**config.mk**
```make
export PLATFORM = sky130hd
export DESIGN_NAME = regfile
export DESIGN_NICKNAME = d
export VERILOG_FILES = /design/src/rtl/regfile.sv
export SDC_FILE = /design/constraint.sdc
export NUM_CORES = 2
export LEC_CHECK = 0
export ABC_AREA = 1
export CAP_MARGIN = 20
export CORE_MARGIN = 8
export CORE_UTILIZATION = 30
export CTS_CLUSTER_SIZE = 12
export DETAILED_ROUTE_END_ITERATION = 10
export PLACE_DENSITY = 0.46
export SETUP_SLACK_MARGIN = 0.2
export SLEW_MARGIN = 25
export SYNTH_ARGS = -nofsm -noshare
export SYNTH_HDL_FRONTEND = slang
export SYNTH_SLANG_ARGS = --single-unit
```
**constraint.sdc**
```tcl
create_clock -name clk -period 2.89 [get_ports clk]
set_input_delay 0.867 -clock clk [delete_from_list [all_inputs] [get_ports clk]]
set_output_delay 0.867 -clock clk [all_outputs]
set_load 0.01 [all_outputs]
```
**src/rtl/regfile.sv**
```systemverilog
// ============================================================================
//  Module      : regfile
//  Description : 32 x 32-bit general-purpose register file with one
//                synchronous write port, two combinational read ports and
//                register 0 hardwired to zero. Compile-time macro
//                REGFILE_BYPASS_EN adds same-cycle write-to-read forwarding.
//  Revision    : 1.0 - initial release
// ============================================================================
`default_nettype none

module regfile (
    input  logic        clk,
    input  logic        rst,
    input  logic        wb_wen_i,
    input  logic [4:0]  wb_waddr_i,
    input  logic [31:0] wb_wdata_i,
    input  logic        id_re1_i,
    input  logic [4:0]  id_raddr1_i,
    output logic [31:0] id_rdata1_o,
    input  logic        id_re2_i,
    input  logic [4:0]  id_raddr2_i,
    output logic [31:0] id_rdata2_o
);

    localparam int          c_DEPTH = 32;
    localparam int          c_WIDTH = 32;
    localparam logic [4:0]  c_ZERO_IDX = 5'd0;

    logic [c_WIDTH-1:0] r_regs_q [c_DEPTH];
    logic [c_WIDTH-1:0] w_regs_d [c_DEPTH];
    logic               w_wr_hit;

    // A write needs enable and a nonzero index; index 0 never takes data.
    assign w_wr_hit = wb_wen_i && (wb_waddr_i != c_ZERO_IDX);

    always_comb begin
        w_regs_d = r_regs_q;
        if (rst) begin
            for (int i = 0; i < c_DEPTH; i++) begin
                w_regs_d[i] = '0;
            end
        end else if (w_wr_hit) begin
            w_regs_d[wb_waddr_i] = wb_wdata_i;
        end
        w_regs_d[0] = '0;
    end

    always_ff @(posedge clk) begin
        for (int i = 0; i < c_DEPTH; i++) begin
            r_regs_q[i] <= w_regs_d[i];
        end
    end

    function automatic logic [c_WIDTH-1:0] f_read(
        input logic       i_re,
        input logic [4:0] i_addr
    );
        logic [c_WIDTH-1:0] v_data;
        v_data = '0;
        if (rst || !i_re || (i_addr == c_ZERO_IDX)) begin
            v_data = '0;
`ifdef REGFILE_BYPASS_EN
        end else if (wb_wen_i && (wb_waddr_i == i_addr)) begin
            v_data = wb_wdata_i;
`endif
        end else begin
            v_data = r_regs_q[i_addr];
        end
        return v_data;
    endfunction

    assign id_rdata1_o = f_read(id_re1_i, id_raddr1_i);
    assign id_rdata2_o = f_read(id_re2_i, id_raddr2_i);

endmodule

`default_nettype wire

```
**Word-level counts from Yosys, hierarchy flattened**

Index checks and enable logic that the tools add are counted.

- Flip-flop bits (word level): 992
- Input bits: 52
- Output and inout bits: 64
- Logic and storage cells: 60

- Order comparisons: 4
- Muxes and demuxes: 11
- Bitwise logic cells: 3
- Reductions and logical operators: 11

Operators with widths:

| cell | count |
|---|---|
| $bwmux 1024 | 1 |
| $bmux 32 s5 | 2 |
| $mux 32 | 7 |
| $demux 32 s5 | 1 |
| $ge 6x6->1 const B | 3 |
| $not 5->6 | 3 |
| $logic_not 5->1 | 2 |
| $lt 6x1->1 const B | 1 |
| $reduce_bool 5->1 | 1 |
| $logic_or 1x1->1 | 4 |
| $logic_and 1x1->1 | 2 |
| $logic_not 1->1 | 2 |

**Longest topological paths before layout**

- Word-level depth: 6
- Gate-level depth with buffers: 12
- Gate-level depth less buffers: 10

**Worst setup path after synthesis**

Ideal clock, no wire load.

- Path type: input -> output
- From: in id_raddr1_i[0]
- To: out id_rdata1_o[28]
- Data arrival time: 2067 ps
- Data required time: 2023 ps
- Path slack: -44 ps
- Cell stages on the path: 8
- Path buffers: 3
- Cell sequence: buf_2 -> inv_1 -> buf_2 -> clkbuf_1 -> a21boi_0 -> o211ai_1 -> nand3_1 -> nor2_1

- Cells in the longest elaborated chain, start to end: 5
- Elaborated cells on any way between the ends: 7
- Those cells by class: mux (4); bitwise (1); reduce/logical (2)

Ends and longest elaborated chain:

| element | RTL line | source |
|---|---|---|
| start: declaration | 18 | `input logic [4:0] id_raddr1_i,` |
| $not 5->6 (implied by the code) | 67 | `v_data = r_regs_q[i_addr];` |
| $bmux 32 s5 | 67 |  |
| $mux 32 (implied by the code) (2 in series) | 67 |  |
| $mux 32 (*) | 60 | `if (rst \|\| !i_re \|\| (i_addr == c_ZERO_IDX)) begin` |
| end: declaration | 19 | `output logic [31:0] id_rdata1_o,` |

Every way passes the cells marked *; elsewhere a longest branch is shown, timed or not. The select of a mux whose other input is x is not followed.

**Worst setup path after layout**

- From: in id_raddr2_i[1]
- To: out id_rdata2_o[29]

- Cells in the longest elaborated chain, start to end: 5
- Elaborated cells on any way between the ends: 7
- Those cells by class: mux (4); bitwise (1); reduce/logical (2)

Ends and longest elaborated chain:

| element | RTL line | source |
|---|---|---|
| start: declaration | 21 | `input logic [4:0] id_raddr2_i,` |
| $not 5->6 (implied by the code) | 67 |  |
| $bmux 32 s5 | 67 |  |
| $mux 32 (implied by the code) (2 in series) | 67 |  |
| $mux 32 (*) | 60 |  |
| end: declaration | 22 | `output logic [31:0] id_rdata2_o` |

Marked as above.

==> key figures <==
Run status
  • Run status: finished, violations left
  • Failing checks: setup timing

Synth
  • Count of cell types in the netlist: 28
  • Area leader, netlist: dfxtp_1
  • Mean Syn Cell Area: between 6 and 7 sq um
  • Post-Syn Area: approximately 54,000 sq um
  • Number of synthesis warnings: 0
  • Register area share after synthesis: ~37%
  • Synthesized flop and latch total: about 990
  • Top area cells in the synthesized netlist: dfxtp_1, nand2_1, nor2_1
  • Synth Net Count: roughly 9,000
  • Top-area cell type share of the netlist area: ~37%
  • Cells after synthesis: around 9,000

Setup path
  • Worst path cell trace: clkbuf_16, inv_8, nor2_4, buf_12, buf_8, buf_12, nand2_1, a21oi_2, nor2_1, nand2_1, nand2_2, buf_12, nor2_4, nor2_2, buf_2
  • CP max stage cell: nor2_4
  • CP Class: in2out
  • Worst path arrival time: around 2.7 ns
  • CP max stage delay: 0.25 ns
  • Top cell family by delay on the critical path: buffers and inverters
  • Setup crit end kind: output pin
  • Worst path bufs/invs: 7
  • Crit-path most repeated cell: buf_12
  • CP startpoint kind: input pin
  • Worst-path maximum fanout: 5
  • Required time of the critical path: 2.02 ns

Placement
  • Placer Congestion: approximately 0.9
  • Hpwl dp: between 150,000 and 200,000 um
  • Number of port buffers: ~120

Global routing
  • Largest net degree at the start of global routing: 207
  • Total track usage: just under 30%
  • First-pass GRT wire length: around 420,000 um
  • Vias in the first global route: between 50,000 and 60,000
  • Grt ovf: 0
  • Initial antenna violation count: 14

Floorplanning
  • Die area: slightly below 200,000 sq um
  • FP Rows: 156
  • Chip Width: 442 um
  • # IOs: about 120
  • Initial core utilization: around 30%
  • Die Y: ~440 um
  • Core Box Area: approximately 180,000 sq um

Timing
  • Fin. max-slew vios: 0
  • Period utilization: 122%
  • Final Worst Setup Slack: -0.629 ns
  • RSZ-0062 raised after global routing: yes
  • Hold slack: 0.463 ns
  • Final setup fails: 64
  • Max_slew headroom: between 30 and 40%
  • Final hold violation count: 0
  • Layout Skew: 0 ns
  • Worst-Margin Slew: ~1 ns
  • Setup Total Neg Slack: -33.12 ns
  • Fmax: roughly 0.28 GHz
  • Final min period: roughly 3.5 ns

Route
  • Vias: roughly 64,000
  • Routed Antenna Nets: 0
  • # DRC: 0
  • Drt first-iter violations: 7,841
  • 1st-pass router iterations: 5
  • Wire per inst: 25.6 um
  • Detailed Route WL: just over 300,000 um
  • Vias per std cell: between 5 and 6

Clocking
  • Clk buf depth: 3
  • Clk sinks: 992
  • Total CTS buffers: 130
  • Worst-skew pair later-pin latency: just under 0.8 ns
  • H-tree depth: 4
  • CTS clk-pin slew, worst paths: ~0.05 ns
  • Hold Buf Count CTS: 0
  • Clk root buf: clkbuf_16
  • CTS tree: done

Finish
  • Register with the most flip-flops: r_regs_q
  • Largest regs: r_regs_q: 992 flops
  • Max reg flops: 992
  • Multi-input logic area: roughly 32,000 sq um
  • Final Net Count: 9,386
  • Share of cells above drive strength 1: roughly 20%
  • Area Overhead vs Synth: 40.0%
  • Fillers: around 19,000
  • Register area: between 15,000 and 20,000 sq um

Min path
  • Worst hold path type: reg2reg

Power
  • VDD IR max: 0.542 mV
  • LEAKAGE: 30.3 nW
  • PwrDens: about 500 nW/um^2

Flow run
  • # Max-Cap Violations: 0
cell usage in the layout, fill, tap and decap left out, types with 167 or more instances in the layout:
cell type     n
nand3_1     563
buf_4       393
buf_12      296
dfxtp_1     992
nor2_1     1686
clkbuf_16   167
nand2_2     183
inv_1       432
o21ai_0    1111
a21oi_1     504
o211ai_1    277
nand2_1    1847
cells by family (layout without fill, tap and decap cells):
group	Yosys count	after routing	synth area share (%)
flip-flops	992	992	36.6
AND/OR/NAND/NOR	4668	4668	34.1
other	0	2	0
buffers and inverters	1276	1763	9.48
AO/OA/AOI/OAI	2011	2011	19.8
final timing paths:
check                      start               to  slack (ns)  cells past startpoint
setup / recovery  id_raddr2_i[1]  id_rdata2_o[29]       -0.63                     15
hold / removal     r_regs_q[899]    r_regs_q[899]        0.46                      2
setup reg to reg   r_regs_q[882]    r_regs_q[882]        2.04                      2
hold reg to reg    r_regs_q[899]    r_regs_q[899]        0.46                      2
power breakdown:
group,total [W],switching [W],internal [W]
Clock,0.0167,0.00691,0.00975
Sequential,0.0140,0.000118,0.0139
Combinational,0.00701,0.00426,0.00276
worst register-to-register path: cells and delay by family (launching register included):
family	cells	cell delay [ns]
simple gates	1	0.10
compound gates	1	0.12
flops	1	0.56
routing by layer:
layer	share of wire (%)	track usage (%)	wire length [um]
met1	40	37.6	122000
met2	44	46.6	134000
met3	8.6	4.80	26000
met4	6.7	15.5	20100
met5	0	0	0
layout make-up:
type | instances | area share (%)
flip-flops and latches | 992 | 26.1
repair buffers | 1051 | 19.2
well taps | 2370 | 3.90
diodes | 2 | 0.00658
multi-input cells | 6679 | 42.6
repair inverters | 1 | 0.0395
inverters | 479 | 2.49
clock inverters | 36 | 0.464
clock buffers | 196 | 5.20
stage by stage:
stage          power (W)  utilization, %  instances  worst slack (ns)  instance area [sq um]
6_report          0.0376            42.2      11806            -0.629                  76000
5_1_grt           0.0387            42.2      11804            -0.677                  76000
4_1_cts           0.0372            40.5      11706            -0.599                  73000
3_5_place_dp      0.0197            35.4      11314             -1.36                  63800
3_3_place_gp      0.0197            35.4      11314             -1.38                  63800
2_1_floorplan     0.0171               -       8947             0.162                  55400
cells in the mapped netlist (all sizes together):
library cell     n
clkinv           8
dfxtp          992
a21boi           3
buf            295
nand3          695
a31oi            1
a21oi          592
or2              4
inv            471
clkbuf         502
nand4            3
nor3             9
o211ai         277
nand2         2072
nor2          1885
o21ai         1138
timing repair:
item / CTS / global route
endpoints found under the setup margin: 254 / 252
pin swaps: 256 / 310
buffers inserted: 118 / 66
gates resized for setup: 973 / 439
cloned: 42 / 33
Power figures use the tool's default switching activity.
